## src/rtl/imm_decode_stage.sv

```systemverilog
// imm_decode_stage: registered immediate-decode stage between IF/ID and ID/EX with valid/ready and flush.
// Define IMM_SKID_EN to add a skid register so in_ready no longer depends combinationally on out_ready.

module imm_decode_stage #(
    parameter int XLEN = 32
) (
    input  logic            clk,
    input  logic            reset,
    input  logic            flush,
    input  logic            in_valid,
    output logic            in_ready,
    input  logic [31:0]     in_instr,
    input  logic [XLEN-1:0] in_pc,
    output logic            out_valid,
    input  logic            out_ready,
    output logic [31:0]     out_instr,
    output logic [XLEN-1:0] out_pc,
    output logic [XLEN-1:0] out_imm,
    output logic [2:0]      out_fmt,
    output logic            out_illegal
);

    localparam logic [6:0] OP_LUI    = 7'b0110111;
    localparam logic [6:0] OP_AUIPC  = 7'b0010111;
    localparam logic [6:0] OP_OPIMM  = 7'b0010011;
    localparam logic [6:0] OP_LOAD   = 7'b0000011;
    localparam logic [6:0] OP_JALR   = 7'b1100111;
    localparam logic [6:0] OP_STORE  = 7'b0100011;
    localparam logic [6:0] OP_BRANCH = 7'b1100011;
    localparam logic [6:0] OP_JAL    = 7'b1101111;
    localparam logic [6:0] OP_SYSTEM = 7'b1110011;
    localparam logic [6:0] OP_OP     = 7'b0110011;
    localparam logic [6:0] OP_FENCE  = 7'b0001111;

    localparam logic [2:0] FMT_NONE = 3'd0;
    localparam logic [2:0] FMT_I    = 3'd1;
    localparam logic [2:0] FMT_S    = 3'd2;
    localparam logic [2:0] FMT_B    = 3'd3;
    localparam logic [2:0] FMT_U    = 3'd4;
    localparam logic [2:0] FMT_J    = 3'd5;
    localparam logic [2:0] FMT_Z    = 3'd6;

    typedef struct packed {
        logic [31:0]     instr;
        logic [XLEN-1:0] pc;
        logic [XLEN-1:0] imm;
        logic [2:0]      fmt;
        logic            illegal;
    } entry_t;

    logic [6:0]      opcode;
    logic [31:0]     imm32;
    logic [XLEN-1:0] dec_imm;
    logic [2:0]      dec_fmt;
    logic            dec_illegal;
    entry_t          dec_entry;
    logic            accept;

    assign opcode = in_instr[6:0];

    always_comb begin
        imm32       = '0;
        dec_fmt     = FMT_NONE;
        dec_illegal = 1'b0;
        case (opcode)
            OP_LUI, OP_AUIPC: begin
                imm32   = {in_instr[31:12], 12'b0};
                dec_fmt = FMT_U;
            end
            OP_OPIMM, OP_LOAD, OP_JALR: begin
                imm32   = {{20{in_instr[31]}}, in_instr[31:20]};
                dec_fmt = FMT_I;
            end
            OP_STORE: begin
                imm32   = {{20{in_instr[31]}}, in_instr[31:25], in_instr[11:7]};
                dec_fmt = FMT_S;
            end
            OP_BRANCH: begin
                imm32   = {{19{in_instr[31]}}, in_instr[31], in_instr[7],
                           in_instr[30:25], in_instr[11:8], 1'b0};
                dec_fmt = FMT_B;
            end
            OP_JAL: begin
                imm32   = {{11{in_instr[31]}}, in_instr[31], in_instr[19:12],
                           in_instr[20], in_instr[30:21], 1'b0};
                dec_fmt = FMT_J;
            end
            OP_SYSTEM: begin
                // Only the immediate CSR forms (funct3[2] set) carry a zimm.
                if (in_instr[14]) begin
                    imm32   = {27'b0, in_instr[19:15]};
                    dec_fmt = FMT_Z;
                end
            end
            OP_OP, OP_FENCE: begin
                dec_fmt = FMT_NONE;
            end
            default: begin
                dec_illegal = 1'b1;
            end
        endcase
    end

    // imm32 already holds the correct bit 31 for every format, so widening just replicates it.
    assign dec_imm[31:0] = imm32;
    genvar gi;
    generate
        for (gi = 32; gi < XLEN; gi++) begin : g_sext
            assign dec_imm[gi] = imm32[31];
        end
    endgenerate

    assign dec_entry = '{instr: in_instr, pc: in_pc, imm: dec_imm,
                         fmt: dec_fmt, illegal: dec_illegal};

    entry_t out_q, out_d;
    logic   out_valid_q, out_valid_d;

`ifdef IMM_SKID_EN
    entry_t skid_q, skid_d;
    logic   skid_valid_q, skid_valid_d;

    assign in_ready = !reset && !skid_valid_q;
    assign accept   = in_valid && in_ready;

    always_comb begin
        out_d        = out_q;
        out_valid_d  = out_valid_q;
        skid_d       = skid_q;
        skid_valid_d = skid_valid_q;
        if (flush) begin
            out_valid_d  = 1'b0;
            skid_valid_d = 1'b0;
        end else if (!out_valid_q || out_ready) begin
            // Output slot frees up: the older skid entry always goes first.
            if (skid_valid_q) begin
                out_d        = skid_q;
                out_valid_d  = 1'b1;
                skid_valid_d = 1'b0;
            end else if (accept) begin
                out_d       = dec_entry;
                out_valid_d = 1'b1;
            end else begin
                out_valid_d = 1'b0;
            end
        end else if (accept) begin
            skid_d       = dec_entry;
            skid_valid_d = 1'b1;
        end
    end

    always_ff @(posedge clk) begin
        if (reset) begin
            skid_q       <= '0;
            skid_valid_q <= 1'b0;
        end else begin
            skid_q       <= skid_d;
            skid_valid_q <= skid_valid_d;
        end
    end
`else
    assign in_ready = !reset && (!out_valid_q || out_ready);
    assign accept   = in_valid && in_ready;

    always_comb begin
        out_d       = out_q;
        out_valid_d = out_valid_q;
        if (flush) begin
            out_valid_d = 1'b0;
        end else if (accept) begin
            out_d       = dec_entry;
            out_valid_d = 1'b1;
        end else if (out_ready) begin
            out_valid_d = 1'b0;
        end
    end
`endif

    always_ff @(posedge clk) begin
        if (reset) begin
            out_q       <= '0;
            out_valid_q <= 1'b0;
        end else begin
            out_q       <= out_d;
            out_valid_q <= out_valid_d;
        end
    end

    assign out_valid   = out_valid_q;
    assign out_instr   = out_q.instr;
    assign out_pc      = out_q.pc;
    assign out_imm     = out_q.imm;
    assign out_fmt     = out_q.fmt;
    assign out_illegal = out_q.illegal;

endmodule
```

## config.mk

```make
export PLATFORM = sky130hd
export DESIGN_NAME = imm_decode_stage
export DESIGN_NICKNAME = d
export VERILOG_FILES = /design/src/rtl/imm_decode_stage.sv
export SDC_FILE = /design/constraint.sdc
export NUM_CORES = 1
export LEC_CHECK = 0
export ABC_AREA = 1
export CORE_AREA = 5 5 101 103
export CTS_BUF_LIST = sky130_fd_sc_hd__clkbuf_4 sky130_fd_sc_hd__clkbuf_8
export DETAILED_ROUTE_END_ITERATION = 8
export DIE_AREA = 0 0 106 108
export PLACE_DENSITY = 0.85
export RECOVER_POWER = 100
export SYNTH_ARGS = -nofsm -noshare
export SYNTH_HDL_FRONTEND = slang
export SYNTH_SLANG_ARGS = --single-unit
```

## constraint.sdc

```tcl
create_clock -name clk -period 2.3 [get_ports clk]
set_clock_uncertainty 0.05 [all_clocks]
set_input_delay 0.46 -clock clk [delete_from_list [all_inputs] [get_ports clk]]
set_output_delay 0.46 -clock clk [all_outputs]
set_load 0.02 [all_outputs]
```

; ---- After elaboration in Yosys (flattened, before gate mapping)
; Index checks and enable logic that the tools add are counted.
[word_totals]
reg_bits = 101
latchBits = 0
ramBits = 0
romBits = 0
inputBits = 69
out_inout_bits = 102
elab_cells = 36
n_memories = 0
[op_classes]
addsub = 0
multipliers = 0
div = 0
order_cmp = 0
n_eq_ne = 11
shift = 0
mux = 7
bitwise = 1
reduce_logical = 11
[ops]
columns = operator, count
row1 = $pmux W32 S6, 1
row2 = $eq A7 B7 Y1 const B, 4
row3 = $eq A7 B6 Y1 const B, 3
row4 = $pmux W3 S6, 1
row5 = $eq A7 B5 Y1 const B, 2
row6 = $reduce_or A11 Y1, 1
row7 = $eq A7 B2 Y1 const B, 1
row8 = $eq A7 B4 Y1 const B, 1
row9 = $mux W5, 1
row10 = $reduce_or A2 Y1, 2
row11 = $mux W1, 3
row12 = $mux W3, 1
row13 = $reduce_or A3 Y1, 1
row14 = $logic_and A1 B1 Y1, 2
row15 = $logic_not A1 Y1, 2
row16 = $reduce_and A2 Y1, 1
row17 = $reduce_bool A2 Y1, 1
row18 = $logic_or A1 B1 Y1, 1
row19 = $not A1 Y1, 1

; ---- Longest topological paths before layout
[logic_depth]
ltp_word = 5
mapped_depth = 10
depth_no_buf = 9

; ---- Least setup slack after synthesis
; No wires, ideal clock.
[synth_path]
kind = input to output
startpoint = in reset
endpoint = out in_ready
arrival_time_ps = 1192
required_ps = 1790
slack_ps = 598
path_stages = 3
n_path_buf = 2
cell_sequence = clkbuf_1 > clkbuf_1 > a21oi_1
[synth_between]
elab_chain_cells = 2
[synth_lines]
columns = element, line
row1 = from (decl), 8  ; input logic reset,
row2 = $logic_not A1 Y1, 162  ; assign in_ready = !reset && (!out_valid_q || out_ready);
row3 = $logic_and A1 B1 Y1, 162
row4 = to (decl), 11  ; output logic in_ready,
; No other way between the ends.

; ---- Final worst setup path
[layout_path]
startpoint = in out_ready
endpoint = out in_ready
[layout_between]
elab_chain_cells = 2
[layout_lines]
columns = element, line
row1 = from (decl), 15  ; input logic out_ready,
row2 = $logic_or A1 B1 Y1, 162
row3 = $logic_and A1 B1 Y1, 162
; No other way between the ends.

==> qor.yml <==
sta:
  maxSlewViolCount: 0
  hold_viol_final: 0
  setup_tns_ns: 0
  fin_crit_ns: 2.22
  tightest_slew_ns: 0.864
  setup-violations-final: 0
  max_freq_ghz: 0.451
  relSlewSlack: 0.424
  fin_ws_ns: 0.0841
  finalCritPeriodShare: 0.963
  rsz0062_at_grt: "false"
logic_synthesis:
  synth_top_area_frac: 0.475
  ys.warnings.count: 0
  avgSynthCellArea_um2: 7.44
  netlist_area_mm2: 0.00425
  ys_ff_latch: 101
  synthTopCellsByCount: "221 x nand2_1, 101 x dfxtp_1, 91 x a21oi_1"
  synth_top_area_cell: "dfxtp_1"
  yosysSeqAreaShare: 0.475
  synthArstFlopShare: 0
  synth_area_leaders: "dfxtp_1 48%, nand2_1 20%, a21oi_1 11%"
  syn_nets: 641
  synth-edff-count: 0
  ys.flop_type: "dfxtp_1"
  synth_cell_types: 23
  yosysMostFrequentCell: "nand2_1"
  netlist_instances: 572
worst_setup_path:
  required_ns: 1.79
  crit_path_frequent_cell: "clkdlybuf4s50_1"
  critPathMaxFanout: 3
  critPathSlowestCell: "clkdlybuf4s50_1"
  path_buf_inv: 3
  critPathMaxStageDelay_ns: 0.61
  path_cells: "clkdlybuf4s50_1, inv_1, a21oi_1, clkdlybuf4s50_1"
  crit_arrival_ns: 1.71
  path_delay_family: "buffers and inverters"
  critical_path_class: "primary input to primary output"
  crit_path_start_kind: "primary input"
  worstSetupEndpointType: "primary output"
die:
  row_count: 35
  die-area_mm2: 0.0114
  die_width_um: 106
  core_area_mm2: 0.00911
  die_h_um: 108
  start_util: 0.467
  ioPinCount: 171
routing:
  drc: 0
  finalWirelength_mm: 12.6
  drt_iter0_drc: 208
  routed_via_density: 5.09
  wl_per_cell_um: 14.9
  vias: 4299
  drt_first_pass_iters: 4
  postRouteAntennaNets: 0
outcome:
  outcome: "finished clean"
global_routing:
  antenna_found_initial: 0
  overflow: 0
  grt_pass1_wl_mm: 20.3
  grt_pass1_vias: 4156
  track_usage: 0.216
  grt_max_degree: 76
cells_and_area:
  syn2layout_area_growth_pct: 45.8
  stdcell_count: 845
  drive_above_1_share: 0.0995
  fin_nets: 798
  fillers: 796
  n_antenna_cell: 0
placed_design:
  hpwlAfterDp_mm: 9.44
  io_buffer_count: 170
  gp_congestion: 0.940
  dp_cells: 829
  post-place-ws_ns: 0.0719
clock_tree:
  cts_root_buf: "clkbuf_8"
  cts-hold-fix-buffers: 0
  tritoncts: "done"
  post_cts_buffers: 0
  clk_pin_slew_ns: 0.10
  worstSkewPairLatency_ns: 0.36
  cts_sinks: 101
  numCtsBuffers: 9
  htreeDepth: 3
  clockBufferDepth: 2
  cts_resized: 0
pwr:
  vdd_ir_drop_max_v: 0.000258
  leakage_nw: 2.75
  fin_total_pwr_mw: 3.47
  power_density_mw_per_mm2: 560
flow_run:
  cap_violations: 0
worst_hold_path:
  hp-class: "register to register"
==> final cells by class <==
type                       count  area (µm²)  area share
clock inverter                 7        92.6      0.0149
clock buffer                   9         124      0.0200
multi-input combinational    417        1970       0.318
timing repair buffer         184        1790       0.289
inverter                      16        61.3     0.00989
tap                          111         139      0.0224
sequential                   101        2020       0.326
==> registers in the layout (all words and copies together), names as in the netlist <==
register     cells
out_fmt          3
out_illegal      1
out_imm         32
out_instr       32
out_pc          32
out_valid        1
==> worst min-delay path, cell delays in order (launching register included) <==
cell     delay, ns
dfxtp_1       0.32
nand2_1       0.05
a21oi_1       0.06
==> layout by cell type (no fill, tap or decap), types with 4 or more instances in the layout <==
cell and n:
a21oi_1 94, a21oi_2 8, buf_4 10, clkbuf_2 5, clkbuf_8 9, clkdlybuf4s50_1 67, dfxtp_1 101, dlygate4sd3_1 102
inv_1 14, nand2_1 226, nand2_2 13, nand2_4 4, nand3_1 41, nand3_2 10, nor2_1 8
==> cells by family (layout without fill, tap and decap cells) <==
family,after synthesis,in the layout,synth area share
simple gates,311,311,0.330
flops,101,101,0.475
compound gates,106,106,0.136
buf+inv,54,216,0.0585
==> report_power, final <==
part           total (mW)  internal, mW  switching, mW
sequential           1.81          1.79         0.0187
combinational       0.455         0.207          0.248
clock                1.21         0.532          0.679
total                3.47          2.53          0.946
==> worst paths after layout <==
check                           from  depth (start not counted)                      end  slack [ns]
max reg2reg   out_valid$_SDFFE_PP0P_                          6  out_imm[5]$_SDFFE_PP0P_        0.55
min          out_pc[20]$_SDFFE_PP0P_                          2  out_pc[20]$_SDFFE_PP0P_        0.42
max                        out_ready                          4                 in_ready        0.08
min reg2reg  out_pc[20]$_SDFFE_PP0P_                          2  out_pc[20]$_SDFFE_PP0P_        0.42
==> through the flow <==
stage,utilization,cell area [µm²],hold slack [ns]
after global routing,0.681,6200,0.433
final,0.681,6200,0.417
after CTS,0.689,6270,0.420
after detailed placement,0.665,6060,0.404
after floorplan,-,4250,0.487
after global placement,0.665,6060,0.401
==> metal layers <==
layer / part of all wire / up-vias / routed length (µm) / GRT usage
li1: - / 2158 / - / -
met1: 0.42 / 2011 / 5320 / 0.260
met2: 0.50 / 120 / 6320 / 0.385
met3: 0.063 / 10 / 800 / 0.0513
met4: 0.013 / 0 / 163 / 0.0666
met5: 0 / - / 0 / 0
(Power assumes the default switching activity.)
